### src/rtl/shazam_pkg.sv
// Shared constants and types for the shazam_core capture path.
package shazam_pkg;

    localparam int ADC_WIDTH          = 12;
    localparam int FFT_LENGTH_DEFAULT = 1024;

    typedef enum logic [1:0] {
        IDLE,
        WAIT_ENGINE,
        FILL
    } dispatch_state_t;

endpackage

### src/rtl/frame_dispatcher_rr_pointer.sv
// engine_rr_pointer: modulo-NUM_ENGINES round-robin index with one-hot decode.
module engine_rr_pointer #(
    parameter int NUM_ENGINES = 3,
    parameter int IDX_W       = (NUM_ENGINES > 1) ? $clog2(NUM_ENGINES) : 1
) (
    input  logic                   clk,
    input  logic                   reset_n,
    input  logic                   advance,
    output logic [IDX_W-1:0]       idx,
    output logic [NUM_ENGINES-1:0] onehot
);

    logic [IDX_W-1:0] idx_q;

    always_ff @(posedge clk) begin
        if (!reset_n) begin
            idx_q <= '0;
        end else if (advance) begin
            if (idx_q == IDX_W'(NUM_ENGINES - 1)) begin
                idx_q <= '0;
            end else begin
                idx_q <= idx_q + 1'b1;
            end
        end
    end

    always_comb begin
        onehot = '0;
        for (int i = 0; i < NUM_ENGINES; i++) begin
            onehot[i] = (idx_q == IDX_W'(i));
        end
    end

    assign idx = idx_q;

endmodule

### src/rtl/frame_dispatcher.sv
// Frames the ADC stream and hands whole frames round-robin to the FFT engines.
// Optional FRAME_DROP_CNT_EN adds a saturating drop_count output.
module frame_dispatcher
    import shazam_pkg::*;
#(
    parameter int DATA_WIDTH  = ADC_WIDTH,
    parameter int FFT_LENGTH  = FFT_LENGTH_DEFAULT,
    parameter int NUM_ENGINES = 3,
    localparam int ADDR_W     = $clog2(FFT_LENGTH),
    localparam int IDX_W      = (NUM_ENGINES > 1) ? $clog2(NUM_ENGINES) : 1
) (
    input  logic                   clk,
    input  logic                   reset_n,
    input  logic [DATA_WIDTH-1:0]  adc_data,
    input  logic                   adc_data_valid,
    input  logic                   start,
    input  logic [NUM_ENGINES-1:0] engine_ready,
    output logic [DATA_WIDTH-1:0]  wr_data,
    output logic [ADDR_W-1:0]      wr_addr,
    output logic [NUM_ENGINES-1:0] wr_en,
    output logic [NUM_ENGINES-1:0] frame_done,
    output logic [IDX_W-1:0]       active_engine,
    output logic                   busy
`ifdef FRAME_DROP_CNT_EN
    ,
    output logic [15:0]            drop_count
`endif
);

    localparam logic [ADDR_W-1:0] LAST_ADDR = ADDR_W'(FFT_LENGTH - 1);

    dispatch_state_t state_q, state_d;
    logic [ADDR_W-1:0] addr_q, addr_d;
    logic [NUM_ENGINES-1:0] onehot;
    logic cur_ready;
    logic accept;
    logic last;
    logic drop;

    engine_rr_pointer #(
        .NUM_ENGINES(NUM_ENGINES),
        .IDX_W      (IDX_W)
    ) u_ptr (
        .clk    (clk),
        .reset_n(reset_n),
        .advance(last),
        .idx    (active_engine),
        .onehot (onehot)
    );

    // Readiness only matters when a frame is about to start.
    assign cur_ready = |(engine_ready & onehot);

    always_comb begin
        state_d = state_q;
        addr_d  = addr_q;
        accept  = 1'b0;
        last    = 1'b0;
        drop    = 1'b0;
        unique case (state_q)
            IDLE: begin
                if (start) state_d = WAIT_ENGINE;
            end
            WAIT_ENGINE: begin
                if (!start) begin
                    state_d = IDLE;
                end else if (adc_data_valid) begin
                    if (cur_ready) begin
                        accept  = 1'b1;
                        addr_d  = ADDR_W'(1);
                        state_d = FILL;
                    end else begin
                        drop = 1'b1;
                    end
                end
            end
            FILL: begin
                if (adc_data_valid) begin
                    accept = 1'b1;
                    if (addr_q == LAST_ADDR) begin
                        last    = 1'b1;
                        addr_d  = '0;
                        state_d = WAIT_ENGINE;
                    end else begin
                        addr_d = addr_q + 1'b1;
                    end
                end
            end
            default: state_d = IDLE;
        endcase
    end

    always_ff @(posedge clk) begin
        if (!reset_n) begin
            state_q    <= IDLE;
            addr_q     <= '0;
            wr_data    <= '0;
            wr_addr    <= '0;
            wr_en      <= '0;
            frame_done <= '0;
        end else begin
            state_q    <= state_d;
            addr_q     <= addr_d;
            wr_en      <= accept ? onehot : '0;
            frame_done <= last ? onehot : '0;
            if (accept) begin
                wr_data <= adc_data;
                wr_addr <= addr_q;
            end
        end
    end

    assign busy = (state_q != IDLE);

`ifdef FRAME_DROP_CNT_EN
    always_ff @(posedge clk) begin
        if (!reset_n) begin
            drop_count <= '0;
        end else if (drop && drop_count != 16'hFFFF) begin
            drop_count <= drop_count + 16'd1;
        end
    end
`endif

endmodule

### config.mk
export PLATFORM = sky130hd
export DESIGN_NAME = frame_dispatcher
export DESIGN_NICKNAME = d
export VERILOG_FILES = /design/src/rtl/shazam_pkg.sv /design/src/rtl/frame_dispatcher_rr_pointer.sv /design/src/rtl/frame_dispatcher.sv
export SDC_FILE = /design/constraint.sdc
export NUM_CORES = 1
export LEC_CHECK = 0
export ABC_AREA = 1
export CAP_MARGIN = 10
export CORE_MARGIN = 8
export CORE_UTILIZATION = 40
export CTS_BUF_LIST = sky130_fd_sc_hd__clkbuf_8
export DETAILED_ROUTE_END_ITERATION = 7
export PLACE_DENSITY = 0.72
export SYNTH_ARGS = -nofsm -noshare
export SYNTH_HDL_FRONTEND = slang
export SYNTH_SLANG_ARGS = --single-unit
### constraint.sdc
create_clock -name clk -period 1.6 [get_ports clk]
set_input_delay 0.16 -clock clk [delete_from_list [all_inputs] [get_ports clk]]
set_output_delay 0.16 -clock clk [all_outputs]
set_load 0.01 [all_outputs]
# [Yosys cells after proc, flatten, opt, wreduce, memory -nomap -nowiden]
# Index checks and enable logic that the tools add are counted.
[op_classes] reduce_logical=9 eq_ne=13 n_bitwise=1 n_addsub=2 mux=22
[ops] op="$mux 10" count=5
[ops] op="$pmux 10 s2" count=1
[ops] op="$mux 2" count=7
[ops] op="$ne 2x2->1 const B" count=6
[ops] op="$add 10x1->10 const B" count=1
[ops] op="$eq 10x10->1 const B" count=1
[ops] op="$reduce_and 5->1" count=2
[ops] op="$mux 1" count=7
[ops] op="$ne 3x3->1 const B" count=2
[ops] op="$pmux 2 s3" count=1
[ops] op="$eq 2x1->1 const B" count=2
[ops] op="$eq 2x2->1 const B" count=2
[ops] op="$logic_not 2->1" count=2
[ops] op="$reduce_and 2->1" count=2
[ops] op="$reduce_bool 2->1" count=2
[ops] op="$and 3x3->3" count=1
[ops] op="$reduce_or 3->1" count=1
[ops] op="$add 2x1->2 const B" count=1
[ops] op="$pmux 1 s2" count=1
[word_totals] word_cells=54 output_inout_bits=31 input_bits=19 reg_bits=42

# [Logic depth before layout (Yosys ltp)]
[depth] depth_word=8 depth_mapped=11 mapped_depth_nobuf=10

# [Cells and area by module]
# From an unflattened synthesis, not the netlist that was laid out.
[hier_totals] hier_cells=259 area_unflattened_um2=1819.2
[by_module_without_submodules] mod="frame_dispatcher" area_per_inst_um2=1727.9 seq_area_each_um2=800.8 cells_per_inst=245 instances=1
[by_module_without_submodules] mod="engine_rr_pointer" area_per_inst_um2=91.3 seq_area_each_um2=40.0 cells_per_inst=14 instances=1

# [Least setup slack after synthesis]
# Ideal clock, no wire load.
[synth_path] path_kind="register -> register" start="register state_q[0]" end="register addr_q[1]" period_less_slack_ps=1556 n_path_buf=1 required_time_ps=1479 path_stages_with_launch=10 t_arrival_ps=1435 slack_ps=44 setup_time_ps=121 cell_sequence="dfxtp_1 -> inv_1 -> ha_1 -> inv_2 -> or2_1 -> nand2_1 -> nand2_1 -> buf_2 -> o21ai_1 -> nor2_1"
[synth_via] elab_chain_cells=3 word_cells_on_any_way=9 classes_between="eq/ne (6); mux (1); reduce/logical (2)"
[synth_rtl] item="start: declaration" line="frame_dispatcher.sv:32" rtl="dispatch_state_t state_q, state_d;"
[synth_rtl] item="start signal: assignment" line="frame_dispatcher.sv:102" rtl="state_q <= state_d;"
[synth_rtl] item="$eq 2x1->1 / $eq 2x2->1 (equally long branches)" line="frame_dispatcher.sv:60" rtl="unique case (state_q)"
[synth_rtl] item="$ne 2x2->1 (no source line) / $reduce_bool 2->1 (equally long branches)"
[synth_rtl] item="$reduce_and 5->1 (no source line)"
[synth_rtl] item="end signal: assignment" line="frame_dispatcher.sv:103" rtl="addr_q <= addr_d;"
[synth_rtl] item="end: declaration" line="frame_dispatcher.sv:33" rtl="logic [ADDR_W-1:0] addr_q, addr_d;"
# Parallel ways exist; a longest one is shown, timed or not.
# A chain may end at the register's enable or synchronous reset.

# [Final worst setup path]
[layout_path] start="register u_ptr.idx_q[1] (netlist: u_ptr.idx[1])" end="output active_engine[1]"
[layout_rtl] item="start: declaration" line="frame_dispatcher_rr_pointer.sv:13" rtl="logic [IDX_W-1:0] idx_q;"
[layout_rtl] item="start signal: assignment" line="frame_dispatcher_rr_pointer.sv:22" rtl="idx_q <= idx_q + 1'b1;"
[layout_rtl] item="end: declaration" line="frame_dispatcher.sv:22" rtl="output logic [IDX_W-1:0] active_engine,"
# No word-level cell between the ends.

==> results.sh <==
export IMPL_cellPowerDensity_nw_per_um2=1320
export IMPL_finalPower_mw=3.65
export IMPL_grt_pass1_wl_um=8140
export IMPL_combPwrFrac_pct=36.5
export IMPL_setup_viol=0
export IMPL_cts_root_buf="clkbuf_8"
export IMPL_timing_final_crit_share_pct=95.0
export IMPL_cp_slowest_cell="clkdlybuf4s50_1"
export IMPL_finish_utilization_pct=60.4
export IMPL_ios=50
export IMPL_synth_warnings=0
export IMPL_wl_per_cell_um=12.5
export IMPL_ys_seq_area_share_pct=45.2
export IMPL_cp_required_ns=1.44
export IMPL_first_iter_violations=63
export IMPL_drive_above_1_share_pct=16.7
export IMPL_cts_buffers=5
export IMPL_arrival_ns=1.36
export IMPL_tightest_slew_ns=0.301
export IMPL_dp_hpwl_um=3710
export IMPL_maxCapViolCount=0
export IMPL_hp_class="input port to flop"
export IMPL_outcome="complete, no violations"
export IMPL_cts_tree="done"
export IMPL_grt_max_degree=18
export IMPL_n_antenna_cell=0
export IMPL_fmax_mhz=658
export IMPL_final_nets=359
export IMPL_start_util_pct=40.5
export IMPL_num_rows=25
export IMPL_die_area_sq_um=7090
export IMPL_routabilityCongestion=0.809
export IMPL_slew_headroom_pct=79.9
export IMPL_route_antenna_remaining_nets=0
export IMPL_skew_ns=0.00742
export IMPL_synth_seq_cells=42
export IMPL_clock_latency_ns=0.30
export IMPL_cp_end_kind="output port"
export IMPL_port_buffers=49
export IMPL_area_growth_pct=49.1
export IMPL_cp_slowest_stage_delay_ns=0.53
export IMPL_cts_sinks=42
export IMPL_placed_cells=379
export IMPL_overflow=0
export IMPL_cts_hold_buffers=0
export IMPL_core_area_sq_um=4600
export IMPL_instances_no_fill=390
export IMPL_slew_viol_final=0
export IMPL_syn_avg_cell_area_sq_um=7.11
export IMPL_clk_pin_slew_ns=0.09
export IMPL_synth_nets=286
export IMPL_p_sw_mw=1.19
export IMPL_routed_via_density=4.77
export IMPL_ir_drop_mv=0.770
export IMPL_p_leak_nw=1.11
export IMPL_crit_path_max_fanout=4
export IMPL_grt_pass1_vias=1739
export IMPL_tns_ns=0
export IMPL_routed_wl_um=4890
export IMPL_critPathKind="flop to output port"
export IMPL_route_detailed_drc=0
export IMPL_synth_area_sq_um=1860
export IMPL_internal_power_mw=2.47
export IMPL_period_needed_ns=1.52
export IMPL_startpoint_type="flop"
export IMPL_dieHeight_um=84.2
export IMPL_synthCells=262
export IMPL_p_seq_share_pct=35.5
export IMPL_htree_levels=2
export IMPL_die_x_um=84.2
export IMPL_swShare_pct=32.5
export IMPL_first_pass_iters=4
export IMPL_track_usage_pct=13.8
export IMPL_antenna_found_initial=0
export IMPL_clkPwrFrac_pct=27.9
export IMPL_hold_viol=0
export IMPL_num_vias=1859
export IMPL_cts_buffer_depth=2
export IMPL_timing_hold_ws_ns=0.456
export IMPL_crit_chain="buf_4 -> clkdlybuf4s50_1"
export IMPL_synth_cell_types=25
==> what timing repair did <==
item | CTS | global route
gates resized for setup | 3 | 34
setup buffers | 0 | 2
cloned | 0 | 1
setup endpoints to repair | 4 | 38
pin swaps | 0 | 5
endpoints found under the hold margin | 0 | 0
==> flip-flops by register name (all words and copies together) (netlist names) <==
signal and flops:
wr_data 12, addr_q 10, wr_addr 10, frame_done 3, wr_en 3, state_q 2
u_ptr.idx 2
==> per-stage QoR <==
stage,setup slack (ns),area (sq um)
after floorplan,0.0438,1860
after global placement,0.0225,2550
after detailed placement,-0.0415,2550
after CTS,0.00861,2690
after global routing,-0.00722,2780
final,0.0796,2780
==> power groups by stage <==
| stage | combinational, mW | sequential (mW) | clock [mW] |
|---|---|---|---|
| 6_report | 1.33 | 1.30 | 1.02 |
| 5_1_grt | 1.47 | 1.32 | 1.08 |
| 4_1_cts | 1.20 | 1.28 | 1.04 |
| 3_5_place_dp | 1.20 | 1.30 | 0 |
| 3_3_place_gp | 1.17 | 1.30 | 0 |
| 2_1_floorplan | 0.583 | 1.35 | 0 |
==> per-layer routing <==
metal | vias to the layer above | GRT usage [%] | wire [um]
met3 | 7 | 4.74 | 319
met2 | 50 | 21.4 | 2250
met5 | - | 0 | 0
met1 | 833 | 17.1 | 2250
met4 | 0 | 5.18 | 70
li1 | 969 | - | -
==> cell usage after synthesis (all sizes together) <==
| library cell | count | area [sq um] |
|---|---|---|
| o21bai | 1 | 7.51 |
| nand2 | 51 | 194 |
| nand4 | 1 | 6.26 |
| nand3 | 16 | 92.6 |
| inv | 22 | 82.6 |
| clkbuf | 3 | 11.3 |
| nor2 | 72 | 288 |
| o21ai | 28 | 148 |
| nand3b | 1 | 7.51 |
| buf | 5 | 25.0 |
| or2 | 3 | 23.8 |
| a21boi | 1 | 7.51 |
| ha | 5 | 62.6 |
| dfxtp | 42 | 841 |
| xor2 | 2 | 17.5 |
| a21oi | 8 | 40.0 |
| nor3b | 1 | 7.51 |
==> critical path: cells and delay by family, from the launching register on <==
kind                   cells  cell delay [ns]
DFF                        1             0.39
buffers and inverters      2             0.67
==> placed cells by master, fill, tap and decap left out, types with 3 or more instances in the layout <==
cell / instances
inv_1: 17
buf_6: 5
o21ai_0: 4
nor2_1: 69
buf_4: 20
clkbuf_8: 5
o21ai_1: 20
inv_2: 3
nand3_1: 15
dfxtp_1: 39
a21oi_1: 8
o21ai_2: 4
nand2_1: 49
clkdlybuf4s50_1: 48
==> path summary, 6_finish.rpt <==
kind,depth (start not counted),end,from,slack [ns]
hold reg to reg,2,wr_addr[5]$_SDFFE_PN0P_,wr_addr[5]$_SDFFE_PN0P_,0.48
setup reg to reg,10,wr_addr[4]$_SDFFE_PN0P_,state_q[1]$_SDFFE_PN0P_,0.08
hold / removal,3,wr_data[3]$_SDFFE_PN0P_,adc_data[3],0.46
setup / recovery,2,active_engine[1],u_ptr.idx[1]$_SDFFE_PN0P_,0.08
==> cell families (layout without fill, tap and decap cells) <==
family | Yosys count | after routing | synth area share, %
flops | 42 | 42 | 45.2
xor+xnor | 2 | 2 | 0.941
compound gates | 38 | 38 | 10.9
buf+inv | 30 | 104 | 6.38
fa+ha+maj | 5 | 5 | 3.36
simple gates | 145 | 145 | 33.3
==> final cells by class <==
type / instances / area, sq um
clock inverters: 3 / 68.8
multi-input cells: 190 / 940
repair buffers: 74 / 696
clock buffers: 5 / 68.8
fillers: 436 / 1820
inverters: 22 / 87.6
well taps: 54 / 67.6
flip-flops and latches: 42 / 847
Note: power is estimated with default switching activity, not from simulation.
